[src/rtl/regfile_pkg.sv]
// Shared types and helpers for the 2-read/1-write architectural register file.
package regfile_pkg;

  typedef enum logic {
    ST_IDLE  = 1'b0,
    ST_CLEAR = 1'b1
  } rf_state_e;

  // One byte lane of a byte-enabled merge; wider words are built lane by lane.
  function automatic logic [7:0] byte_merge(input logic [7:0] old_byte,
                                            input logic [7:0] new_byte,
                                            input logic       be);
    logic [7:0] res;
    if (be) begin
      res = new_byte;
    end else begin
      res = old_byte;
    end
    return res;
  endfunction

endpackage

[src/rtl/rf_byte_merge.sv]
// Combinational byte-enabled merge of a new word over an old word.
module rf_byte_merge
  import regfile_pkg::*;
#(
  parameter int DATA_W = 32
) (
  input  logic [DATA_W-1:0]   old_word,
  input  logic [DATA_W-1:0]   new_word,
  input  logic [DATA_W/8-1:0] be,
  output logic [DATA_W-1:0]   merged
);

  for (genvar k = 0; k < DATA_W / 8; k++) begin : g_lane
    assign merged[8*k +: 8] = byte_merge(old_word[8*k +: 8], new_word[8*k +: 8], be[k]);
  end

endmodule

[src/rtl/regfile_2r1w.sv]
// DEPTH x DATA_W register file: two registered read ports, one byte-enabled
// write port, optional hardwired r0, optional write forwarding and a swept clear.
module regfile_2r1w
  import regfile_pkg::*;
#(
  parameter int DATA_W   = 32,
  parameter int ADDR_W   = 5,
  parameter bit ZERO_REG = 1'b1,
  parameter bit BYPASS   = 1'b1
) (
  input  logic                i_CLK,
  input  logic                i_ASRST,
  input  logic                i_CLR,
  input  logic                i_WE,
  input  logic [ADDR_W-1:0]   i_WADDR,
  input  logic [DATA_W-1:0]   i_WD,
  input  logic [DATA_W/8-1:0] i_WBE,
  input  logic [ADDR_W-1:0]   i_RADDR_A,
  input  logic [ADDR_W-1:0]   i_RADDR_B,
  output logic [DATA_W-1:0]   o_RD_A,
  output logic [DATA_W-1:0]   o_RD_B,
  output logic                o_BUSY
);

  localparam int DEPTH = 2 ** ADDR_W;

  logic [DATA_W-1:0] mem_r [DEPTH];
  rf_state_e         state_r;
  rf_state_e         state_nxt_s;
  logic [ADDR_W-1:0] cnt_r;
  logic              busy_r;
  logic [DATA_W-1:0] rd_a_r;
  logic [DATA_W-1:0] rd_b_r;

  logic              wr_en_s;
  logic [DATA_W-1:0] wr_merged_s;
  logic [DATA_W-1:0] byp_a_s;
  logic [DATA_W-1:0] byp_b_s;
  logic [DATA_W-1:0] rd_a_nxt_s;
  logic [DATA_W-1:0] rd_b_nxt_s;

  rf_byte_merge #(.DATA_W(DATA_W)) u_merge_wr (
    .old_word (mem_r[i_WADDR]),
    .new_word (i_WD),
    .be       (i_WBE),
    .merged   (wr_merged_s)
  );

  rf_byte_merge #(.DATA_W(DATA_W)) u_merge_a (
    .old_word (mem_r[i_RADDR_A]),
    .new_word (i_WD),
    .be       (i_WBE),
    .merged   (byp_a_s)
  );

  rf_byte_merge #(.DATA_W(DATA_W)) u_merge_b (
    .old_word (mem_r[i_RADDR_B]),
    .new_word (i_WD),
    .be       (i_WBE),
    .merged   (byp_b_s)
  );

  // Write qualification: writes only land in IDLE, and never on a hardwired r0.
  always_comb begin
    wr_en_s = 1'b0;
    if (state_r == ST_IDLE && i_WE) begin
      if (ZERO_REG && i_WADDR == {ADDR_W{1'b0}}) begin
        wr_en_s = 1'b0;
      end else begin
        wr_en_s = 1'b1;
      end
    end else begin
      wr_en_s = 1'b0;
    end
  end

  // Port A read selection: hardwired zero, word being cleared, forwarded write, stored word.
  always_comb begin
    rd_a_nxt_s = mem_r[i_RADDR_A];
    if (ZERO_REG && i_RADDR_A == {ADDR_W{1'b0}}) begin
      rd_a_nxt_s = {DATA_W{1'b0}};
    end else if (state_r == ST_CLEAR && i_RADDR_A == cnt_r) begin
      rd_a_nxt_s = {DATA_W{1'b0}};
    end else if (BYPASS && wr_en_s && i_WADDR == i_RADDR_A) begin
      rd_a_nxt_s = byp_a_s;
    end else begin
      rd_a_nxt_s = mem_r[i_RADDR_A];
    end
  end

  // Port B read selection, same priority as port A.
  always_comb begin
    rd_b_nxt_s = mem_r[i_RADDR_B];
    if (ZERO_REG && i_RADDR_B == {ADDR_W{1'b0}}) begin
      rd_b_nxt_s = {DATA_W{1'b0}};
    end else if (state_r == ST_CLEAR && i_RADDR_B == cnt_r) begin
      rd_b_nxt_s = {DATA_W{1'b0}};
    end else if (BYPASS && wr_en_s && i_WADDR == i_RADDR_B) begin
      rd_b_nxt_s = byp_b_s;
    end else begin
      rd_b_nxt_s = mem_r[i_RADDR_B];
    end
  end

  // Clear sweep sequencing.
  always_comb begin
    state_nxt_s = state_r;
    case (state_r)
      ST_IDLE: begin
        if (i_CLR) begin
          state_nxt_s = ST_CLEAR;
        end else begin
          state_nxt_s = ST_IDLE;
        end
      end
      ST_CLEAR: begin
        if (cnt_r == {ADDR_W{1'b1}}) begin
          state_nxt_s = ST_IDLE;
        end else begin
          state_nxt_s = ST_CLEAR;
        end
      end
      default: state_nxt_s = ST_IDLE;
    endcase
  end

  // Control state, sweep counter and registered read/busy outputs.
  always_ff @(posedge i_CLK or posedge i_ASRST) begin
    if (i_ASRST) begin
      state_r <= ST_IDLE;
      cnt_r   <= {ADDR_W{1'b0}};
      busy_r  <= 1'b0;
      rd_a_r  <= {DATA_W{1'b0}};
      rd_b_r  <= {DATA_W{1'b0}};
    end else begin
      state_r <= state_nxt_s;
      busy_r  <= (state_nxt_s == ST_CLEAR);
      rd_a_r  <= rd_a_nxt_s;
      rd_b_r  <= rd_b_nxt_s;
      if (state_r == ST_CLEAR) begin
        cnt_r <= cnt_r + 1'b1;
      end else begin
        cnt_r <= cnt_r;
      end
    end
  end

  // Storage: flop array so the asynchronous reset clears every word.
  always_ff @(posedge i_CLK or posedge i_ASRST) begin
    if (i_ASRST) begin
      for (int i = 0; i < DEPTH; i++) begin
        mem_r[i] <= {DATA_W{1'b0}};
      end
    end else if (state_r == ST_CLEAR) begin
      mem_r[cnt_r] <= {DATA_W{1'b0}};
    end else if (wr_en_s) begin
      mem_r[i_WADDR] <= wr_merged_s;
    end
  end

  assign o_RD_A = rd_a_r;
  assign o_RD_B = rd_b_r;
  assign o_BUSY = busy_r;

endmodule

[config.mk]
export PLATFORM = sky130hd
export DESIGN_NAME = regfile_2r1w
export DESIGN_NICKNAME = d
export VERILOG_FILES = /design/src/rtl/regfile_pkg.sv /design/src/rtl/rf_byte_merge.sv /design/src/rtl/regfile_2r1w.sv
export SDC_FILE = /design/constraint.sdc
export NUM_CORES = 2
export LEC_CHECK = 0
export ABC_CLOCK_PERIOD_IN_PS = 55200
export BUFFER_PORTS_ARGS = -buffer_cell sky130_fd_sc_hd__buf_2
export CORE_MARGIN = 2
export CORE_UTILIZATION = 25
export CTS_CLUSTER_DIAMETER = 50
export DETAILED_ROUTE_END_ITERATION = 7
export MAX_ROUTING_LAYER = met4
export PLACE_DENSITY = 0.37
export SETUP_SLACK_MARGIN = 0.2
export SLEW_MARGIN = 0
export SYNTH_ARGS = -nofsm -noshare
export SYNTH_HDL_FRONTEND = slang
export SYNTH_SLANG_ARGS = --single-unit
[constraint.sdc]
create_clock -name i_CLK -period 55.2 [get_ports i_CLK]
set_clock_uncertainty 0.2 [all_clocks]
set_input_delay 0 -clock i_CLK [delete_from_list [all_inputs] [get_ports i_CLK]]
set_output_delay 0 -clock i_CLK [all_outputs]
set_load 0.05 [all_outputs]
==> impl_metrics.xml <==
<?xml version="1.0" encoding="UTF-8"?>
<metrics>
  <group name="timing">
    <metric name="rsz0062_at_grt" unit="">false</metric>
    <metric name="worst_pin_slew" unit="ps">1250</metric>
    <metric name="hold_slack" unit="ps">4.04</metric>
    <metric name="max_slew_margin" unit="%">16.5</metric>
    <metric name="timing.final.crit_period" unit="ps">4340</metric>
    <metric name="fmax" unit="MHz">230</metric>
    <metric name="final-max-slew-violation-count" unit="">0</metric>
    <metric name="setup_tns" unit="ps">0</metric>
    <metric name="hold_violations" unit="">0</metric>
    <metric name="final_count_of_negative_setup_slack_endpoints" unit="">0</metric>
    <metric name="layout_worst_path_cycle_share" unit="%">7.87</metric>
  </group>
  <group name="setup_path">
    <metric name="cells_along_the_critical_path" unit="">dlygate4sd3_1 &gt; buf_8 &gt; buf_4 &gt; buf_4 &gt; mux4_2 &gt; mux4_2 &gt; mux2i_1 &gt; o21ai_1 &gt; dlygate4sd3_1</metric>
    <metric name="arrival" unit="ps">4810</metric>
    <metric name="worst_setup_path_start_kind" unit="">input port</metric>
    <metric name="endpoint" unit="">o_RD_A[21]$_DFF_PP0_</metric>
    <metric name="timing.critical_path.slowest_cell_delay" unit="ps">880</metric>
    <metric name="cp_num_cells" unit="">9</metric>
    <metric name="ff2ff_setup_slack" unit="ps">51110</metric>
    <metric name="cp-end-kind" unit="">flop</metric>
    <metric name="reg2reg_depth" unit="">7</metric>
    <metric name="worst-endpoint-required" unit="ps">55670</metric>
    <metric name="slowest_stage" unit="">sky130_fd_sc_hd__buf_4</metric>
    <metric name="crit-reg2reg-launch" unit="">o_BUSY$_DFF_PP0_</metric>
    <metric name="criticalPathCategory" unit="">input port to flop</metric>
    <metric name="worst_r2r_endpoint" unit="">mem_r[641]$_DFFE_PP0P_</metric>
    <metric name="worst-path-buf-inv" unit="">5</metric>
    <metric name="crit_family" unit="">buffers and inverters</metric>
    <metric name="setup.worst_path.start" unit="">i_RADDR_A[0]</metric>
    <metric name="timing.critical_path.fanout_max" unit="">42</metric>
  </group>
  <group name="synth">
    <metric name="yosysWarningCount" unit="">0</metric>
    <metric name="syn_area_per_cell" unit="um^2">13.6</metric>
    <metric name="netlist_area" unit="um^2">64100</metric>
    <metric name="post_synth_main_area_contributors" unit="">sky130_fd_sc_hd__dfrtp_1 (43%), sky130_fd_sc_hd__mux4_2 (30%), sky130_fd_sc_hd__a22o_1 (9.1%), sky130_fd_sc_hd__o21ai_0 (2.7%), sky130_fd_sc_hd__nand2_1 (2.3%)</metric>
    <metric name="synth-main-ff-cell" unit="">sky130_fd_sc_hd__dfrtp_1</metric>
    <metric name="synthDominantCellAreaShare" unit="%">42.7</metric>
    <metric name="synthArstFlopShare" unit="%">100</metric>
    <metric name="synth_cell_type_count" unit="">82</metric>
    <metric name="synth-edff-count" unit="">0</metric>
    <metric name="cells_after_synthesis" unit="">4706</metric>
    <metric name="synth.yosys.seq_area_share" unit="%">42.7</metric>
    <metric name="yosys.area.top_type" unit="">sky130_fd_sc_hd__dfrtp_1</metric>
    <metric name="flop_and_latch_count_out_of_synthesis" unit="">1094</metric>
    <metric name="synthesis.nets" unit="">4766</metric>
  </group>
  <group name="die">
    <metric name="total_die_area" unit="um^2">261000</metric>
    <metric name="dieHeight" unit="um">510</metric>
    <metric name="rows" unit="">185</metric>
    <metric name="design.portCount" unit="">120</metric>
    <metric name="initial_core_util" unit="%">25.2</metric>
    <metric name="die_width" unit="um">510</metric>
    <metric name="core_area" unit="um^2">255000</metric>
  </group>
  <group name="power">
    <metric name="power.internal" unit="mW">1.66</metric>
    <metric name="peakVddDrop" unit="mV">0.0328</metric>
    <metric name="netSwitchingFraction" unit="%">33.5</metric>
    <metric name="cellLeakagePower" unit="nW">30.5</metric>
    <metric name="powerDensity" unit="nW/um^2">33.3</metric>
    <metric name="proportion_of_power_drawn_by_flip_flops_and_latches" unit="%">36.3</metric>
    <metric name="p_comb_share" unit="%">19.7</metric>
    <metric name="p_clk_share" unit="%">44.0</metric>
    <metric name="power.net_switching" unit="mW">0.836</metric>
  </group>
  <group name="global_routing">
    <metric name="global_route_wire_length_before_repair" unit="mm">470</metric>
    <metric name="largest_net_degree_at_the_start_of_global_routing" unit="">153</metric>
    <metric name="grt_antenna_before_repair" unit="">44</metric>
    <metric name="vias_in_the_first_global_route" unit="">50200</metric>
    <metric name="grt_usage" unit="%">27.2</metric>
    <metric name="globalRouteOverflowTotal" unit="">0</metric>
  </group>
  <group name="outcome">
    <metric name="run_status" unit="">completed</metric>
  </group>
  <group name="final_layout">
    <metric name="fin_util" unit="%">29.5</metric>
    <metric name="area_of_the_multi_input_gates" unit="um^2">34600</metric>
    <metric name="post_route_cells_drive_above_1_share" unit="%">32.4</metric>
    <metric name="area_growth" unit="%">17.1</metric>
    <metric name="design_area" unit="um^2">75100</metric>
    <metric name="finalNetCount" unit="">4763</metric>
    <metric name="fillers" unit="">25500</metric>
    <metric name="regArea" unit="um^2">27400</metric>
  </group>
  <group name="clock_network">
    <metric name="tritoncts_clock_tree" unit="">built</metric>
    <metric name="htree_levels" unit="">4</metric>
    <metric name="clk_pin_slew" unit="ps">60</metric>
    <metric name="clk-insertion-delay-late" unit="ps">820</metric>
    <metric name="clk_root_buffer_cell" unit="">sky130_fd_sc_hd__clkbuf_16</metric>
    <metric name="clock_tree.buffer_depth" unit="">3</metric>
    <metric name="clock-sinks" unit="">1094</metric>
    <metric name="postCtsSetupRepairBufs" unit="">0</metric>
    <metric name="cts_made_buffers" unit="">160</metric>
  </group>
  <group name="routing">
    <metric name="route.detailed.wl_per_inst" unit="um">42.1</metric>
    <metric name="initialDrtViolationCount" unit="">7190</metric>
    <metric name="drt_pass1_iterations" unit="">5</metric>
    <metric name="drcViolationCount" unit="">0</metric>
    <metric name="routed_wirelength" unit="mm">347</metric>
    <metric name="detail-route-antenna-nets" unit="">0</metric>
    <metric name="vias" unit="">51400</metric>
    <metric name="avgViaCountPerCell" unit="">6.24</metric>
  </group>
  <group name="run">
    <metric name="timing.max_cap.violations" unit="">0</metric>
  </group>
  <group name="worst_hold_path">
    <metric name="hp-class" unit="">input port to flop</metric>
  </group>
  <group name="placed_design">
    <metric name="dp_hpwl" unit="mm">203</metric>
    <metric name="routabilityCongestion" unit="">0.861</metric>
    <metric name="detailed_place.area" unit="um^2">68500</metric>
    <metric name="total_of_buffers_placed_on_input_and_output_ports" unit="">119</metric>
  </group>
</metrics>
[cell type report]
cell class                 instances  share of cell area (%)
timing repair buffer             398                    4.13
inverter                          15                  0.0883
clock buffer                     205                    5.94
tap                             3366                    5.61
multi-input combinational       3034                    46.2
clock inverter                    90                    1.50
sequential                      1094                    36.5
antenna                           32                   0.107
[how the worst min path moves through the flow]
| stage | to | startpoint | cells after the start |
|---|---|---|---|
| after floorplan | o_RD_A[14]$_DFF_PP0_ | i_WD[14] | 2 |
| after global placement | mem_r[432]$_DFFE_PP0P_ | i_ASRST | 2 |
| after detailed placement | mem_r[432]$_DFFE_PP0P_ | i_ASRST | 2 |
| after CTS | mem_r[869]$_DFFE_PP0P_ | i_WD[5] | 4 |
| after global routing | o_RD_B[30]$_DFF_PP0_ | i_RADDR_B[1] | 4 |
| final | mem_r[918]$_DFFE_PP0P_ | i_WD[22] | 4 |
[synthesized netlist by cell type (7+ instances only)]
master,count
sky130_fd_sc_hd__dfrtp_1,1094
sky130_fd_sc_hd__mux4_2,842
sky130_fd_sc_hd__a22o_1,669
sky130_fd_sc_hd__nand2_1,395
sky130_fd_sc_hd__o21ai_0,350
sky130_fd_sc_hd__clkbuf_1,340
sky130_fd_sc_hd__mux2i_1,125
sky130_fd_sc_hd__a22oi_1,114
sky130_fd_sc_hd__a21oi_1,104
sky130_fd_sc_hd__buf_2,99
sky130_fd_sc_hd__buf_1,56
sky130_fd_sc_hd__nor2_1,45
sky130_fd_sc_hd__and2_1,43
sky130_fd_sc_hd__buf_6,42
sky130_fd_sc_hd__nand4_1,31
sky130_fd_sc_hd__o2bb2ai_1,28
sky130_fd_sc_hd__mux2_2,25
sky130_fd_sc_hd__a31oi_1,19
sky130_fd_sc_hd__o21ai_1,18
sky130_fd_sc_hd__a221oi_1,17
sky130_fd_sc_hd__buf_4,17
sky130_fd_sc_hd__nand3_1,17
sky130_fd_sc_hd__nor3_1,15
sky130_fd_sc_hd__xnor2_1,13
sky130_fd_sc_hd__o22ai_1,12
sky130_fd_sc_hd__and2_0,11
sky130_fd_sc_hd__a41oi_1,10
sky130_fd_sc_hd__inv_1,10
sky130_fd_sc_hd__xor2_1,10
sky130_fd_sc_hd__a221o_1,8
sky130_fd_sc_hd__nand2b_1,8
sky130_fd_sc_hd__nor3_2,7
[registers in the layout, summed over array words and instances (netlist names)]
signal,count
o_RD_A,32
o_BUSY,1
mem_r,1024
o_RD_B,32
cnt_r,5
[layer usage]
layer | up-vias | part of all wire [%] | global-route usage (%)
li1 | 19100 | - | -
met1 | 28300 | 41 | 35.9
met2 | 3176 | 45 | 39.6
met3 | 753 | 9.6 | 7.41
met4 | 0 | 4.6 | 10.4
met5 | - | 0 | -
[timing repair]
action                                 4_1_cts  5_1_grt
gates resized for setup                      0        0
endpoints found under the hold margin     1235        0
hold buffers                                87        0
[metrics by stage]
stage	setup WS [ps]	cells	total power [mW]
2_1_floorplan	24200	4706	1.16
3_3_place_gp	49990	7820	1.39
3_5_place_dp	49990	7820	1.40
4_1_cts	50840	8202	2.50
5_1_grt	50550	8227	2.56
6_report	50860	8234	2.50
[worst register-to-register path, stage by stage (launching register included)]
cell	delay [ps]
sky130_fd_sc_hd__dfrtp_1	350
sky130_fd_sc_hd__buf_4	240
sky130_fd_sc_hd__and4b_1	880
sky130_fd_sc_hd__and2_2	970
sky130_fd_sc_hd__buf_4	590
sky130_fd_sc_hd__a21oi_4	60
sky130_fd_sc_hd__buf_4	350
sky130_fd_sc_hd__a22o_1	310
[layout by cell type (no fill, tap or decap), drive strengths merged, types with 22 or more instances in the layout]
| cell type | netlist | final |
|---|---|---|
| clkinv | 3 | 40 |
| nand2 | 395 | 395 |
| a21oi | 104 | 104 |
| a22o | 669 | 669 |
| buf | 220 | 311 |
| and2 | 54 | 54 |
| diode | 0 | 32 |
| mux4 | 848 | 848 |
| nand4 | 31 | 31 |
| nor2 | 45 | 45 |
| dfrtp | 1094 | 1094 |
| o21ai | 369 | 369 |
| dlygate4sd3 | 0 | 87 |
| inv | 12 | 32 |
| a22oi | 114 | 114 |
| nor3 | 22 | 22 |
| o2bb2ai | 28 | 28 |
| mux2i | 125 | 125 |
| clkbuf | 340 | 205 |
| mux2 | 27 | 27 |
[power groups by stage]
stage | combinational, mW | sequential, mW | clock (mW)
floorplan | 0.251 | 0.909 | 0
global placement | 0.475 | 0.917 | 0
detailed placement | 0.478 | 0.917 | 0
CTS | 0.485 | 0.904 | 1.11
global route | 0.502 | 0.912 | 1.15
finish | 0.493 | 0.906 | 1.10
[cells by family (layout without fill, tap and decap cells)]
family,Yosys count,after routing,synth area share (%)
simple gates,624,624,4.53
compound gates,1382,1382,15.8
xor+xnor,23,23,0.314
fa+ha+maj,5,5,0.0976
mux,1000,1000,32.3
flops,1094,1094,42.7
other cells,0,32,0
buf+inv,578,708,4.34
(Power assumes the default switching activity.)
